File: src/rtl/exe_ctrl_pkg.sv
// Shared types for the execute-stage hazard controller: forwarding-select codes
// and the shadow-pipeline slot record.
package exe_ctrl_pkg;

  localparam int DEST_W = 4;

  localparam logic [1:0] SEL_REG = 2'd0;
  localparam logic [1:0] SEL_MEM = 2'd1;
  localparam logic [1:0] SEL_WB  = 2'd2;

  typedef struct packed {
    logic              valid;
    logic [DEST_W-1:0] dest;
    logic              wb_en;
    logic              mem_r_en;
  } slot_t;

  localparam slot_t SLOT_BUBBLE = '{valid: 1'b0, dest: '0, wb_en: 1'b0, mem_r_en: 1'b0};

endpackage

File: src/rtl/hazard_match.sv
// Combinational tag compare of one ID source register against one shadow slot.
module hazard_match
  import exe_ctrl_pkg::*;
(
  input  slot_t             slot,
  input  logic [DEST_W-1:0] src,
  input  logic              src_used,
  output logic              hit
);

  // Load flag is consumed by the caller from the slot directly.
  logic unused_ld;
  assign unused_ld = slot.mem_r_en;

  assign hit = slot.valid & slot.wb_en & src_used & (slot.dest == src);

endmodule

File: src/rtl/exe_hazard_ctrl.sv
// Execute-stage sequencing: shadow EXE/MEM/WB tags, registered forwarding selects,
// load-use stall and branch flush. Forwarding enabled by defining EXE_FWD_EN.
module exe_hazard_ctrl
  import exe_ctrl_pkg::*;
#(
  parameter int REG_W = 4
) (
  input  logic             clk,
  input  logic             rst,
  input  logic             id_valid,
  input  logic [REG_W-1:0] id_src1,
  input  logic [REG_W-1:0] id_src2,
  input  logic             id_two_src,
  input  logic [REG_W-1:0] id_dest,
  input  logic             id_wb_en,
  input  logic             id_mem_r_en,
  input  logic             exe_branch_taken,
  input  logic             mem_freeze,
  output logic [1:0]       sel_src1,
  output logic [1:0]       sel_src2,
  output logic             hazard_stall,
  output logic             flush
);

  slot_t exe_q, mem_q, wb_q;
  logic  exe_hit1, exe_hit2, mem_hit1, mem_hit2;
  logic  raw_stall, bubble;

  hazard_match u_exe_src1 (.slot(exe_q), .src(id_src1), .src_used(1'b1),       .hit(exe_hit1));
  hazard_match u_exe_src2 (.slot(exe_q), .src(id_src2), .src_used(id_two_src), .hit(exe_hit2));
  hazard_match u_mem_src1 (.slot(mem_q), .src(id_src1), .src_used(1'b1),       .hit(mem_hit1));
  hazard_match u_mem_src2 (.slot(mem_q), .src(id_src2), .src_used(id_two_src), .hit(mem_hit2));

  assign flush        = exe_branch_taken & ~mem_freeze;
  assign hazard_stall = raw_stall & ~flush;
  assign bubble       = hazard_stall | flush | ~id_valid;

  // WB slot retires tags; nothing downstream of the controller needs them.
  logic unused_wb;
  assign unused_wb = ^wb_q;

  always_ff @(posedge clk) begin
    if (rst) begin
      exe_q <= SLOT_BUBBLE;
      mem_q <= SLOT_BUBBLE;
      wb_q  <= SLOT_BUBBLE;
    end else if (!mem_freeze) begin
      wb_q  <= mem_q;
      mem_q <= exe_q;
      if (bubble) exe_q <= SLOT_BUBBLE;
      else        exe_q <= '{valid: 1'b1, dest: id_dest, wb_en: id_wb_en, mem_r_en: id_mem_r_en};
    end
  end

`ifdef EXE_FWD_EN
  logic [1:0] sel1_q, sel2_q, sel1_d, sel2_d;

  // Only a load still in EXE cannot be bypassed; one bubble moves it to MEM/WB reach.
  assign raw_stall = id_valid & exe_q.valid & exe_q.mem_r_en & exe_q.wb_en
                   & (exe_hit1 | exe_hit2);

  // The EXE producer is in MEM when this instruction reaches EXE, so it wins over MEM.
  always_comb begin
    sel1_d = SEL_REG;
    sel2_d = SEL_REG;
    if (exe_hit1)      sel1_d = SEL_MEM;
    else if (mem_hit1) sel1_d = SEL_WB;
    if (exe_hit2)      sel2_d = SEL_MEM;
    else if (mem_hit2) sel2_d = SEL_WB;
  end

  always_ff @(posedge clk) begin
    if (rst) begin
      sel1_q <= SEL_REG;
      sel2_q <= SEL_REG;
    end else if (!mem_freeze) begin
      sel1_q <= bubble ? SEL_REG : sel1_d;
      sel2_q <= bubble ? SEL_REG : sel2_d;
    end
  end

  assign sel_src1 = sel1_q;
  assign sel_src2 = sel2_q;
`else
  // No bypass network: wait until the producer has left MEM.
  assign raw_stall = id_valid & (exe_hit1 | exe_hit2 | mem_hit1 | mem_hit2);
  assign sel_src1  = SEL_REG;
  assign sel_src2  = SEL_REG;
`endif

endmodule

File: config.mk
export PLATFORM = sky130hd
export DESIGN_NAME = exe_hazard_ctrl
export DESIGN_NICKNAME = d
export VERILOG_FILES = /design/src/rtl/exe_ctrl_pkg.sv /design/src/rtl/hazard_match.sv /design/src/rtl/exe_hazard_ctrl.sv
export SDC_FILE = /design/constraint.sdc
export NUM_CORES = 1
export LEC_CHECK = 0
export BUFFER_PORTS_ARGS = -buffer_cell sky130_fd_sc_hd__buf_2
export CORE_UTILIZATION = 42
export DETAILED_ROUTE_END_ITERATION = 16
export MAX_ROUTING_LAYER = met4
export PLACE_DENSITY = 0.72
export SLEW_MARGIN = 25
export SYNTH_ARGS = -nofsm -noshare
export SYNTH_HDL_FRONTEND = slang
export SYNTH_SLANG_ARGS = --single-unit
File: constraint.sdc
create_clock -name clk -period 1.5 [get_ports clk]
set_clock_uncertainty 0.1 [all_clocks]
set_input_delay 0.075 -clock clk [delete_from_list [all_inputs] [get_ports clk]]
set_output_delay 0.075 -clock clk [all_outputs]
set_load 0.03 [all_outputs]
==> flow_summary_export.csv <==
group,metric,value,unit
final_layout,syn2layout_area_growth,40.3,%
critical_path,path_cells,"xor2_1 -> nor3_1 -> nand4_1 -> o21ai_2 -> nor2_2 -> nor3b_4 -> buf_6",
timing,finalSetupViolCount,6,
clock_network,clkLatencyLatePin,270,ps
timing,hold_violations,0,
routing,wl,1450,um
grt,grt_pass1_wl,2450,um
grt,gr-total-overflow,0,
clock_network,cts_inserted_buffers,3,
critical_path,critPathBufInv,1,
pwr,powerDensity,744,mW/mm^2
routing,detail_route.wl_per_cell,12.1,um
timing,slew_violations,0,
floorplanning,die_w,42.3,um
run_status,violations,"negative setup slack",
grt,grt_pass1_vias,596,
final_layout,nNetsFinal,125,
critical_path,crit_path_end_kind,"primary output",
floorplanning,rows,14,
yosys,async_reset_ff_share,0,%
routing,drtPass1Iterations,2,
final_layout,final_cell_area,958,um^2
clock_network,cts_root_buffer,"clkbuf_4",
timing,timing.setup.tns,-405,ps
final_layout,final_util,63.6,%
yosys,ys_ff_latch,12,
yosys,netlist_area,683,um^2
critical_path,cp.arrival,1570,ps
hold_path,hp-class,"in -> reg",
placement,numPortBuffers,20,
timing,fin_hold_ws,27.0,ps
grt,grt_max_degree,9,
clock_network,clock_path_buffers,2,
placement,pre_cts_ws,-58.7,ps
yosys,synth_edf_count,0,
floorplanning,start_util,45.3,%
timing,period_minus_slack,1750,ps
yosys,synth_seq_area_share,35.2,%
floorplanning,die-area,0.00179,mm^2
yosys,yosys_warnings,0,
yosys,syn_inst,69,
critical_path,cp_data_required_time,1320,ps
clock_network,cts_tree,"yes",
clock_network,numClockSinks,12,
pwr,vdd_drop_max,641,uV
timing,fin_ws,-246,ps
grt,grt_usage,19.0,%
clock_network,htreeDepth,1,
routing,routed_via_density,5.06,
critical_path,critical_path_class,"reg -> out",
placement,gp_congestion,0.753,
pwr,p_leak,0.437,nW
routing,vias,607,
critical_path,cp_top_family,"simple AND/OR/NAND/NOR gates",
yosys,synth.distinct_cells,21,
floorplanning,core_area,0.00151,mm^2
grt,antenna_found_initial,0,
floorplanning,io_pins,26,
run_status,status,"complete, but fails checks",
timing,max_freq,0.573,GHz
placement,post_dp_cell_area,835,um^2
clock_network,clk_pin_slew,80,ps
routing,drt_iter0_drc,6,
yosys,postSynthAreaPerCell,9.90,um^2
final_layout,drive_above_1_share,51.0,%
routing,final_antenna_net_count,0,
critical_path,crit_path_max_fanout,3,
routing,drc,0,
timing,fin_crit_sh,116,%
yosys,synthFlopType,"dfxtp_1",
final_layout,diodes,0,
floorplanning,die_y,42.3,um
critical_path,cp_slowest_cell,"dfxtp_2",
critical_path,critPathLaunchType,"flip-flop",
job,maxCapViolations,0,
critical_path,timing.critical_path.slowest_cell_delay,350,ps
timing,rsz0062_at_grt,"true",
flip-flops by register name, summed over array words and instances (netlist names):
register,cells
mem_q,6
exe_q,6
layer usage:
metal / vias up / share of wire [%] / GRT usage, %
met1: 280 / 45 / 20.9
met3: 2 / 4.8 / 4.74
met4: 0 / 0.62 / 9.38
met2: 19 / 50 / 31.7
li1: 306 / - / -
met5: - / 0 / -
repair_timing:
| action | CTS | global route |
|---|---|---|
| endpoints found under the setup margin | 6 | 7 |
| pin swaps | 15 | 0 |
| endpoints found under the hold margin | 5 | 0 |
| resized for setup | 9 | 0 |
| setup buffers | 2 | 2 |
| gates cloned | 0 | 0 |
| hold buffers | 5 | 0 |
kinds of logic after synthesis:
| kind of cell | Yosys count | synth area share (%) |
|---|---|---|
| simple gates | 20 | 18.1 |
| buf+inv | 6 | 6.78 |
| flops | 12 | 35.2 |
| mux | 6 | 8.79 |
| other cells | 1 | 0.549 |
| xor+xnor | 16 | 20.5 |
| compound gates | 8 | 10.1 |
worst min-delay path, stage by stage:
cell and delay (ps):
buf_2 90, buf_4 150, nor2_1 50
final timing paths:
check | startpoint | end | slack (ps) | cells past startpoint
worst max-delay path | mem_q[2] | hazard_stall | -250 | 7
worst min-delay path | rst | mem_q[4] | 30 | 3
worst max register to register | mem_q[2] | exe_q[5] | -30 | 7
worst min register to register | mem_q[3] | mem_q[3] | 440 | 2
where the power goes:
| part | total [mW] | leakage (nW) | switching (mW) | internal [mW] |
|---|---|---|---|---|
| clock network | 0.255 | 0.0210 | 0.108 | 0.147 |
| logic | 0.125 | 0.315 | 0.0609 | 0.0643 |
| registers | 0.333 | 0.101 | 0.00727 | 0.325 |
cells in the final DEF, fill, tap and decap left out, types with 2 or more instances in the layout:
cell	count
mux2i_1	6
nor2_1	6
xor2_1	6
dfxtp_1	5
xnor2_1	10
nand3_1	2
clkbuf_4	3
buf_4	9
dlygate4sd3_1	5
conb_1	4
o21ai_2	2
dfxtp_2	7
buf_2	19
a22o_2	5
nor3_1	2
nand4_1	4
metrics by stage:
| stage | std cells | total power [mW] |
|---|---|---|
| finish | 120 | 0.713 |
| global route | 120 | 0.750 |
| CTS | 119 | 0.715 |
| detailed placement | 108 | 0.453 |
| global placement | 108 | 0.451 |
| floorplan | 72 | 0.416 |
final cells by class:
class	count	area, um^2
Multi-Input combinational cell	54	429
Sequential cell	12	249
Timing Repair Buffer	34	224
Clock buffer	4	36.3
Fill cell	136	548
Tap cell	16	20.0
Yosys cell counts (2+ instances only):
cell type   n  area [um^2]
nor2_1      7         26.3
buf_4       4         30.0
dfxtp_1    12          240
nand4_1     4         25.0
nand3_1     2         10.0
a22o_2      5         50.1
xor2_1      6         52.6
nor3_1      2         10.0
mux2i_1     6         60.1
xnor2_1    10         87.6
Power figures use the tool's default switching activity.
